File: src/rtl/lsu_bus_ctrl.sv
// Load/store bus controller: one request at a time, PMA/alignment screening,
// commit gating for non-idempotent regions, single AHB-Lite transfer with optional timeout.
module lsu_bus_ctrl #(
   parameter int unsigned BUS_TIMEOUT = 0
) (
   input  logic        s_clk_i,
   input  logic        s_reset_i,
   input  logic        s_req_valid_i,
   output logic        s_req_ready_o,
   input  logic [31:0] s_req_addr_i,
   input  logic        s_req_write_i,
   input  logic [1:0]  s_req_size_i,
   input  logic        s_req_unsigned_i,
   input  logic [31:0] s_req_wdata_i,
   input  logic        s_commit_i,
   input  logic        s_flush_i,
   output logic [31:0] s_pma_address_o,
   output logic        s_pma_write_o,
   input  logic        s_pma_violation_i,
   input  logic        s_pma_idempotent_i,
   output logic [31:0] s_haddr_o,
   output logic [1:0]  s_htrans_o,
   output logic        s_hwrite_o,
   output logic [2:0]  s_hsize_o,
   output logic [31:0] s_hwdata_o,
   input  logic        s_hready_i,
   input  logic        s_hresp_i,
   input  logic [31:0] s_hrdata_i,
   output logic        s_rsp_valid_o,
   output logic [31:0] s_rsp_rdata_o,
   output logic [1:0]  s_rsp_ecode_o
);

   typedef enum logic [1:0] {IDLE, ADDR, DATA, RESP} state_t;

   state_t      stateQ, stateD;
   logic [31:0] addrQ, addrD, wdataQ, wdataD, rdataQ, rdataD;
   logic [1:0]  sizeQ, sizeD, ecodeQ, ecodeD;
   logic [7:0]  timerQ, timerD;
   logic        writeQ, writeD, unsQ, unsD, commitQ, commitD;
   logic        issuedQ, issuedD, flushedQ, flushedD, sentQ, sentD;
   logic        rspValidQ, rspValidD;
   logic [1:0]  hTrans;
   logic        misaligned, flushNow;
   logic [31:0] shifted, loadData;

   always_comb begin
      shifted = s_hrdata_i >> {addrQ[1:0], 3'b000};
      case (sizeQ)
         2'd0:    loadData = unsQ ? {24'd0, shifted[7:0]} : {{24{shifted[7]}}, shifted[7:0]};
         2'd1:    loadData = unsQ ? {16'd0, shifted[15:0]} : {{16{shifted[15]}}, shifted[15:0]};
         default: loadData = shifted;
      endcase
      misaligned = (sizeQ == 2'd1 && addrQ[0]) || (sizeQ == 2'd2 && addrQ[1:0] != 2'd0)
                   || (sizeQ == 2'd3);
   end

   // A pending flush is remembered so a transfer already on the bus can finish silently.
   always_comb begin
      stateD    = stateQ;
      addrD     = addrQ;
      wdataD    = wdataQ;
      rdataD    = rdataQ;
      sizeD     = sizeQ;
      ecodeD    = ecodeQ;
      timerD    = timerQ;
      writeD    = writeQ;
      unsD      = unsQ;
      commitD   = commitQ;
      issuedD   = issuedQ;
      flushedD  = flushedQ;
      sentD     = sentQ;
      rspValidD = 1'b0;
      hTrans    = 2'b00;
      flushNow  = s_flush_i | flushedQ;
      case (stateQ)
         IDLE: begin
            if (s_req_valid_i) begin
               addrD    = s_req_addr_i;
               writeD   = s_req_write_i;
               sizeD    = s_req_size_i;
               unsD     = s_req_unsigned_i;
               wdataD   = s_req_wdata_i;
               commitD  = 1'b0;
               issuedD  = 1'b0;
               flushedD = s_flush_i;
               sentD    = 1'b0;
               stateD   = ADDR;
            end
         end
         ADDR: begin
            commitD = commitQ | s_commit_i;
            if (issuedQ) begin
               hTrans   = 2'b10;
               flushedD = flushNow;
               if (s_hready_i) begin
                  stateD  = DATA;
                  timerD  = 8'd0;
                  issuedD = 1'b0;
               end
            end else if (flushNow) begin
               stateD = IDLE;
            end else if (misaligned || s_pma_violation_i) begin
               stateD    = RESP;
               rspValidD = 1'b1;
               ecodeD    = misaligned ? 2'b01 : 2'b10;
               rdataD    = 32'd0;
            end else if (s_pma_idempotent_i || commitQ || s_commit_i) begin
               hTrans = 2'b10;
               if (s_hready_i) begin
                  stateD = DATA;
                  timerD = 8'd0;
               end else begin
                  issuedD = 1'b1;
               end
            end
         end
         DATA: begin
            flushedD = flushNow;
            if (!sentQ) begin
               timerD = timerQ + 8'd1;
            end
            if (s_hready_i) begin
               stateD = IDLE;
               if (!sentQ && !flushNow) begin
                  stateD    = RESP;
                  rspValidD = 1'b1;
                  ecodeD    = s_hresp_i ? 2'b11 : 2'b00;
                  rdataD    = (s_hresp_i || writeQ) ? 32'd0 : loadData;
               end
            end else if (BUS_TIMEOUT != 0 && timerQ == 8'(BUS_TIMEOUT) && !sentQ) begin
               sentD = 1'b1;
               if (!flushNow) begin
                  rspValidD = 1'b1;
                  ecodeD    = 2'b11;
                  rdataD    = 32'd0;
               end
            end
         end
         RESP: begin
            stateD = IDLE;
         end
         default: stateD = IDLE;
      endcase
   end

   always_ff @(posedge s_clk_i) begin
      if (s_reset_i) begin
         stateQ    <= IDLE;
         addrQ     <= 32'd0;
         wdataQ    <= 32'd0;
         rdataQ    <= 32'd0;
         sizeQ     <= 2'd0;
         ecodeQ    <= 2'd0;
         timerQ    <= 8'd0;
         writeQ    <= 1'b0;
         unsQ      <= 1'b0;
         commitQ   <= 1'b0;
         issuedQ   <= 1'b0;
         flushedQ  <= 1'b0;
         sentQ     <= 1'b0;
         rspValidQ <= 1'b0;
      end else begin
         stateQ    <= stateD;
         addrQ     <= addrD;
         wdataQ    <= wdataD;
         rdataQ    <= rdataD;
         sizeQ     <= sizeD;
         ecodeQ    <= ecodeD;
         timerQ    <= timerD;
         writeQ    <= writeD;
         unsQ      <= unsD;
         commitQ   <= commitD;
         issuedQ   <= issuedD;
         flushedQ  <= flushedD;
         sentQ     <= sentD;
         rspValidQ <= rspValidD;
      end
   end

   always_comb begin
      case (sizeQ)
         2'd0:    s_hwdata_o = {4{wdataQ[7:0]}};
         2'd1:    s_hwdata_o = {2{wdataQ[15:0]}};
         default: s_hwdata_o = wdataQ;
      endcase
   end

   assign s_req_ready_o   = (stateQ == IDLE);
   assign s_pma_address_o = addrQ;
   assign s_pma_write_o   = writeQ;
   assign s_haddr_o       = addrQ;
   assign s_htrans_o      = hTrans;
   assign s_hwrite_o      = writeQ;
   assign s_hsize_o       = {1'b0, sizeQ};
   assign s_rsp_valid_o   = rspValidQ;
   assign s_rsp_rdata_o   = rdataQ;
   assign s_rsp_ecode_o   = ecodeQ;

endmodule

File: config.mk
export PLATFORM = sky130hd
export DESIGN_NAME = lsu_bus_ctrl
export DESIGN_NICKNAME = d
export VERILOG_FILES = /design/src/rtl/lsu_bus_ctrl.sv
export SDC_FILE = /design/constraint.sdc
export NUM_CORES = 1
export LEC_CHECK = 0
export BUFFER_PORTS_ARGS = -buffer_cell sky130_fd_sc_hd__clkbuf_2
export CAP_MARGIN = 20
export CORE_ASPECT_RATIO = 2
export CORE_UTILIZATION = 50
export CTS_CLUSTER_DIAMETER = 80
export DETAILED_ROUTE_END_ITERATION = 7
export HOLD_SLACK_MARGIN = 0.05
export PLACE_DENSITY = 0.83
export SYNTH_ARGS = -nofsm -noshare
export SYNTH_HDL_FRONTEND = slang
export SYNTH_SLANG_ARGS = --single-unit
File: constraint.sdc
create_clock -name s_clk_i -period 4.6 [get_ports s_clk_i]
set_input_delay 0.46 -clock s_clk_i [delete_from_list [all_inputs] [get_ports s_clk_i]]
set_output_delay 0.46 -clock s_clk_i [all_outputs]
set_load 0.03 [all_outputs]
==> flow_results.org, run 1 <==
** Worst setup path
- For this run, the slowest stage of the critical path takes 740 ps.
- By startpoint and endpoint, the worst setup path is classified as reg2out.
- STA puts the critical path data arrival time at 2550 ps.
- Sequence of cells on the critical path :: nor2_1 -> buf_4 -> mux2_2 -> clkbuf_2
- Counting cells, the worst reg-to-reg path comes to 6.
- At the worst endpoint, the required time is 4140 ps.
- Critical Path Source Type :: register
- Worst-path cell with the longest stage delay :: nor2_1
- STA classifies the critical path endpoint as an output port.
- Of all nets on the critical path, the largest fanout is 19.

** Clocking
- Counting along the longest clock path gives a buffer depth of 2.
- The cell sitting at the root of the clock tree is a clkbuf_16.
- For the worst-skew pair, the clock arrives at the later sink with an insertion delay of 360 ps.
- Post-cts gate resize count :: 0
- Buffers inserted during clock tree synthesis total 9.
- Number of buffers added for setup after CTS :: 0
- For this design, the sink count on the clock tree is 108.
- The clock tree synthesis step divided the H-tree into 3 levels.
- TritonCTS built the clock tree.
- Clock-pin slew was measured on the worst setup and hold paths at 80 ps.
- Hold repair after CTS inserted 0 buffers.

** GRT
- Total congestion overflow :: 0
- The initial antenna violation count was 0.
- The via count of the first global-routing pass was 4733.
- For this run, the total global-route usage over all layers was measured as 27.8%.
- Entering global routing, the biggest net connects 68 pins.
- The first global-routing pass estimated 23200 um of wire.

** Synth
- In the synthesized netlist the async set-or-reset flop fraction comes to 0%.
- EDFF count, synth :: 0
- Count of synthesis-stage warnings from yosys :: 0
- Simple-gate area share of the yosys netlist :: 17.6%
- Most frequent cells after synthesis :: nand2_1, dfxtp_1, a21oi_1
- After technology mapping, the gate count stands at 637.
- XOR/XNOR share of the synthesized area :: 0%
- Yosys instantiated no cell more often than nand2_1.
- Average size of a mapped cell :: 8.31 um^2
- The share of synthesized area in the top cell type comes to 40.9%.
- Prevailing post-synth register cell :: dfxtp_1
- For this run, the register share of the synthesized area comes to 40.9%.
- Adder and majority gate portion of the synthesized area :: 0.709%
- After synthesis, the largest family of logic cells by area is compound AO/OA/AOI/OAI gates.
- Number of flip-flops and latches in the synthesized netlist :: 108
- Distinct cell type count of the synthesized netlist :: 55
- Summing the areas of all compound-gate instances in the mapped netlist gives 21.0% of the synthesized area.
- Largest area contributor in the synthesized netlist :: dfxtp_1
- Sorting the synthesized cells by area gives the leading types as dfxtp_1, nand2_1, a21oi_1.
- Share of cell area taken by muxes after synthesis :: 9.08%
- Synth Cell Area :: 5290 um^2

** Power and ir drop
- In this run the power spent charging and discharging nets is 0.863 mW.
- Combinational logic burns 25.4% of the power.
- Power per unit of standard cell area :: 382 nW/um^2
- Design internal power :: 1.63 mW
- Leak pwr :: 3.06 nW
- Clock network fraction of design power :: 33.1%
- Maximum VDD drop :: 261 uV
- Sequential group share of total power :: 41.5%
- Net switching is 34.6% of the power.

** Die
- Full die area :: 11000 um^2
- Effective utilization at floorplan :: 51.8%
- Die Ht :: 148 um
- I/O pins :: 248
- Core outline area :: 10200 um^2
- The initialized floorplan defines 52 standard-cell rows.
- The floorplan step set the die width to 74.8 um.

** STA
- Summed over all failing endpoints, the final setup total negative slack is 0 ps.
- Max-Slew Margin vs Limit :: 39.9%
- Slew of the pin with the lowest slew margin :: 901 ps
- Worst Slack Setup Final :: 1590 ps
- Across all hold checks on the routed design, the worst slack comes to 314 ps.
- Setup-failing EPs final :: 0
- Post-route clock skew :: 11.2 ps
- The final critical path takes up 65.5% of the cycle.
- The final count of hold timing violations was 0.
- RSZ-0062 raised after global routing :: false
- Min cycle time layout :: 3010 ps
- Fmax :: 332 MHz
- The max-slew violation count came to 0.

** Flow run
- Max Cap Violations :: 0

** Detailed routing
- Number of remaining DRC errors :: 0
- Dividing the detail-routed via count by the number of cells gives 5.38.
- Total routed wirelength :: 15500 um
- The final route contains 5124 vias.
- Iter 0 DRT Violations :: 238
- First drt pass iteration count :: 7
- Number of routed nets with antenna violations :: 0
- Routed wire per std cell :: 16.3 um

** Placement
- At the end of routability-driven placement, the weighted congestion stood at 0.918.
- HPWL after DPL :: 11400 um
- Cell area reported after detailed placement :: 6210 um^2
- At the placement stage, the worst setup path has a slack of 2010 ps.
- Number of buffers inserted by port buffering :: 245

** Min path
- The worst hold path passes through 3 cells.
- Tightest Hold Check Type :: in2reg

** Finish
- Area growth from synthesis to layout :: 23.3%
- Proportion of layout cells with a drive suffix above 1 :: 37.5%
- Net count, final :: 925
- Counting the fill cells in the layout gives 939.
- Fin util :: 63.9%
- Cell area after layout :: 6520 um^2
- Inserted Diodes :: 0

** Status
- Status :: finished clean
-- state kept, by name, indices dropped and copies added, names as in the netlist --
signal	cells
s_haddr_o	32
s_rsp_rdata_o	32
wdataQ	32
s_rsp_ecode_o	2
sizeQ	2
stateQ	2
commitQ	1
flushedQ	1
issuedQ	1
s_hwrite_o	1
s_rsp_valid_o	1
unsQ	1
-- stage by stage --
| step | power (mW) | std cells |
|---|---|---|
| final | 2.49 | 953 |
| after global routing | 2.60 | 953 |
| after CTS | 2.50 | 953 |
| after detailed placement | 1.69 | 937 |
| after global placement | 1.68 | 937 |
| after floorplan | 1.53 | 638 |
-- final timing paths --
check	startpoint	end	slack (ps)
max	sizeQ[0]	s_hwdata_o[15]	1590
min	s_req_addr_i[30]	s_haddr_o[30]	310
max reg2reg	stateQ[1]	s_rsp_rdata_o[30]	2330
min reg2reg	wdataQ[21]	wdataQ[21]	460
-- per-layer routing --
| metal | up-vias | wire (um) | track usage, % |
|---|---|---|---|
| met1 | 2359 | 5670 | 30.0 |
| met5 | - | 0 | 0 |
| li1 | 2479 | - | - |
| met4 | 0 | 733 | 15.5 |
| met2 | 236 | 8170 | 47.9 |
| met3 | 50 | 928 | 6.61 |
-- power groups by stage --
stage | Combinational, mW | Sequential (mW) | Clock, mW
finish | 0.633 | 1.04 | 0.824
global route | 0.679 | 1.04 | 0.877
CTS | 0.632 | 1.04 | 0.836
detailed placement | 0.629 | 1.06 | 0
global placement | 0.624 | 1.05 | 0
floorplan | 0.438 | 1.09 | 0
-- cell type report --
type / instances / area, um^2 / area share [%]
flip-flops and latches: 108 / 2160 / 33.2
clock buffers: 9 / 225 / 3.45
repair buffers: 252 / 1280 / 19.6
well taps: 135 / 169 / 2.59
inverters: 7 / 26.3 / 0.403
multi-input cells: 435 / 2570 / 39.4
clock inverters: 7 / 90.1 / 1.38
-- worst max-delay path, delay by kind of cell, from the launching register on --
family                 cells  cell delay, ps
multiplexers               1             340
flip-flops                 1             610
AND/OR/NAND/NOR            1             740
buffers and inverters      2             500
-- placed cells by master (no fill, tap or decap), drive strengths merged, types with 3 or more instances in the layout --
cell type,Yosys,routed
dfxtp,108,108
a21oi,91,91
nor2,10,10
inv,7,11
ha,3,3
mux2,18,18
nand2,166,166
nor3,6,6
mux2i,27,27
a22o,31,31
buf,62,7
nor2b,12,12
nand2b,4,4
o21ai,32,32
a211oi,7,7
clkbuf,26,254
-- logic make-up after synthesis --
| kind of cell | count (synthesis) |
|---|---|
| compound gates | 176 |
| fa+ha+maj | 3 |
| buf+inv | 95 |
| flops | 108 |
| mux | 45 |
| other cells | 1 |
| simple gates | 209 |
(Power assumes the default switching activity.)
==> inputs of run 2 (changes only) <==
CORE_UTILIZATION = 47   (was 50)
PLACE_DENSITY = 0.79   (was 0.83)
clock period = 2.8 ns   (was 4.6 ns; I/O delays follow)
==> run 2 against run 1 <==
  * Die area rose by 6.3%
  * First-iteration DRC count rose by 31%
  * Non-clock buffer count rose by 5
  * Clock power rose by 63%
  * Combinational power rose by 66%
  * Largest power group unchanged
  * Count of clock-buffer cells in the layout did not move
  * Sequential power rose by 65%
  * Critical path type unchanged
  * Final area rose by 1.2%
  * Highest routed layer unchanged
  * Global-route usage fell by 1.1 points
  * Register-to-register slack got worse by 1800 ps
  * Critical endpoint is now s_hwdata_o[10]
  * Clock skew fell by 3.0 ps
  * Worst setup slack got worse by 1100 ps
==> flow_results.org, run 2 (synthesis gave the netlist of run 1 again) <==
** Finish
- The fraction of the core area covered by cells at the end of the flow came to 60.3% (-3.6 points).
- Area growth from synthesis to layout :: 24.7%
- The post-layout net count was 930 (+0.54%).
- Proportion of layout cells with a drive suffix above 1 :: 37.9% (+0.38 points)
- The library cell used most frequently in the layout, excluding fill and tap cells, is clkbuf_2.
- The number of diodes added for antenna fixing is 0 (unchanged).
- In the layout the commonest cells are clkbuf_2, nand2_1, dfxtp_1.

** Worst setup path
- The worst setup path is launched from a register.
- Cell family with most CP delay :: flip-flops
- Kind of critical path :: reg2out
- Data arrival time of the critical path :: 2060 ps (-490 ps)
- On the critical path, the stage with the largest delay is an instance of dfxtp_1.
- The biggest cell delay along the critical path was 690 ps (-50 ps).
- CP Capture Type :: output port
- Walking the worst path, the cells encountered are buf_4 -> nor2_1 -> buf_4 -> mux2_2 -> clkbuf_2.
- Library cell appearing most often on the critical path :: buf_4
- Required @ worst endpoint :: 2520 ps (-1620 ps)
- Reg2Reg Setup Slack :: 500 ps (-1830 ps)
- Critical-path maximum fanout :: 13 (-6)
- Combined buffer and inverter count along the critical path :: 3 (+1)

** Clocking
- The tree is rooted in a clkbuf_16.
- The quantity of hold-fixing buffers added after cts is 0 (unchanged).
- Number of buffers added for setup after CTS :: 0 (unchanged)
- CTS tree :: built
- Maximum count of clock buffers along a single path :: 2 (unchanged)
- The TritonCTS buffer count is 9 (unchanged).
- Clock-pin transition on the worst setup and hold timing paths :: 80 ps (about the same)
- The H-tree depth came to 3 (unchanged).
- Latest clock arrival within the worst-skew pair :: 350 ps (about the same)
- Post-cts gate resize count :: 0 (unchanged)
- The number of clock sinks was 108 (unchanged).

** GRT
- The initial antenna violation count was 0 (unchanged).
- Total congestion overflow :: 0 (unchanged)
- Met3 track utilization from global routing :: 5.35% (-1.3 points)
- Met2 global-route usage :: 48.9% (+1.0 points)
- Total Routing Usage GR :: 26.7% (-1.1 points)
- The global routing usage on met1 is 26.8% (-3.2 points).
- The maximum number of pins on one net before global-route repair is 59 (-13%).
- The via count of the first global-routing pass is 4984 (+5.3%).
- Most Used Layer, Global Route :: met2
- The wire length of the first global-routing pass was 24500 um (+5.7%).

** Status
- Status :: finished clean

** Detailed routing
- The per-cell via count in the routed design is 5.36 (-0.32%).
- The average wire per standard cell came to 16.2 um (about the same).
- Total number of vias :: 5161 (+0.72%)
- Iter 0 DRT Violations :: 311 (+31%)
- Number of routed nets with antenna violations :: 0 (unchanged)
- The wire length reported by the detailed router was 15600 um (+0.96%).
- Number of remaining DRC errors :: 0 (unchanged)
- The detailed-router iteration count before antenna repair came to 4 (-3).

** STA
- Slew of the pin with the lowest slew margin :: 866 ps (-34.6 ps)
- Fmax :: 427 MHz
- Of the available clock period, the critical path in the final layout requires 83.6%.
- After layout, the minimum clock period comes to 2340 ps.
- Setup repair after global routing left no endpoint under its margin.
- Max-Slew Margin vs Limit :: 42.2% (+2.4 points)
- The final count of hold timing violations is 0 (unchanged).
- Post-route clock skew :: 8.11 ps (-3.04 ps)
- Max Slew Vio Count :: 0 (unchanged)
- The final setup violation count came to 0 (unchanged).
- Total Negative Setup Slacks :: 0 ps (unchanged)

** Placement
- The number of port buffers came to 245 (unchanged).
- The placed wire-length estimate came to 11800 um (+3.7%).
- Placer congestion estimate :: 0.929 (+1.3%)

** Die
- Core outline area :: 10900 um^2 (+7.2%)
- The die span in x is 77.0 um (+3.1%).
- Die Ht :: 152 um (+3.1%)
- The die footprint is 11700 um^2 (+6.3%).
- Effective utilization at floorplan :: 48.4% (-3.5 points)
- The I/O pin total came to 248 (unchanged).
- The number of placement rows came to 54 (+3.8%).

** Power and ir drop
- Maximum VDD drop :: 527 uV (+100%)
- The power per cell area is 623 nW/um^2 (+63%).
- The leakage power of the design is 3.09 nW (+1.1%).

** Min path
- The path class of the tightest hold or removal check is in2reg.

** Flow run
- The max-capacitance violation count came to 0 (unchanged).
## run 2: cell types whose count changed in the layout (fill, tap and decap cells not counted), sizes merged
cell and change:
buf +5, clkinv +2, inv -2
## run 2: worst paths after layout
path | startpoint | endpoint | cells after the start
hold reg to reg | wdataQ[31] | wdataQ[31] | 2
setup / recovery | sizeQ[0] | s_hwdata_o[10] | 5
setup reg to reg | stateQ[1] | s_rsp_rdata_o[13] | 6
hold / removal | s_req_addr_i[29] | s_haddr_o[29] | 3
## run 2: area by class of cell
cell class	instances	area (um^2)
fill	1048	4350
clock buffer	9	225
timing repair buffer	257	1340
clock inverter	7	97.6
tap	140	175
multi-input combinational	435	2570
sequential	108	2160
inverter	7	26.3
## run 2: per-layer routing
| metal | vias up | part of all wire [%] |
|---|---|---|
| li1 | 2498 | - |
| met1 | 2360 | 36 |
| met2 | 244 | 52 |
| met3 | 59 | 5.6 |
| met4 | 0 | 6.0 |
| met5 | - | 0 |
## run 2: power breakdown
part / switching [mW] / leakage (nW) / internal [mW]
sequential: 0.0936 / 0.882 / 1.62
clock: 0.625 / 0.156 / 0.719
combinational: 0.698 / 2.06 / 0.352
## run 2: through the flow
step | power, mW | hold slack (ps) | instance area [um^2] | worst slack [ps] | std cells
after floorplan | 2.51 | 416 | 5300 | 742 | 638
after global placement | 2.79 | 438 | 6280 | 630 | 947
after detailed placement | 2.80 | 447 | 6280 | 541 | 947
after CTS | 4.14 | 132 | 6600 | 435 | 963
after global routing | 4.27 | 133 | 6600 | 364 | 963
final | 4.11 | 140 | 6600 | 460 | 963
## run 2: worst min-delay path: cells and delay by family
family,cells,cell delay [ps]
AND/OR/NAND/NOR,1,40
AO/OA/AOI/OAI,1,50
buffers and inverters,1,80
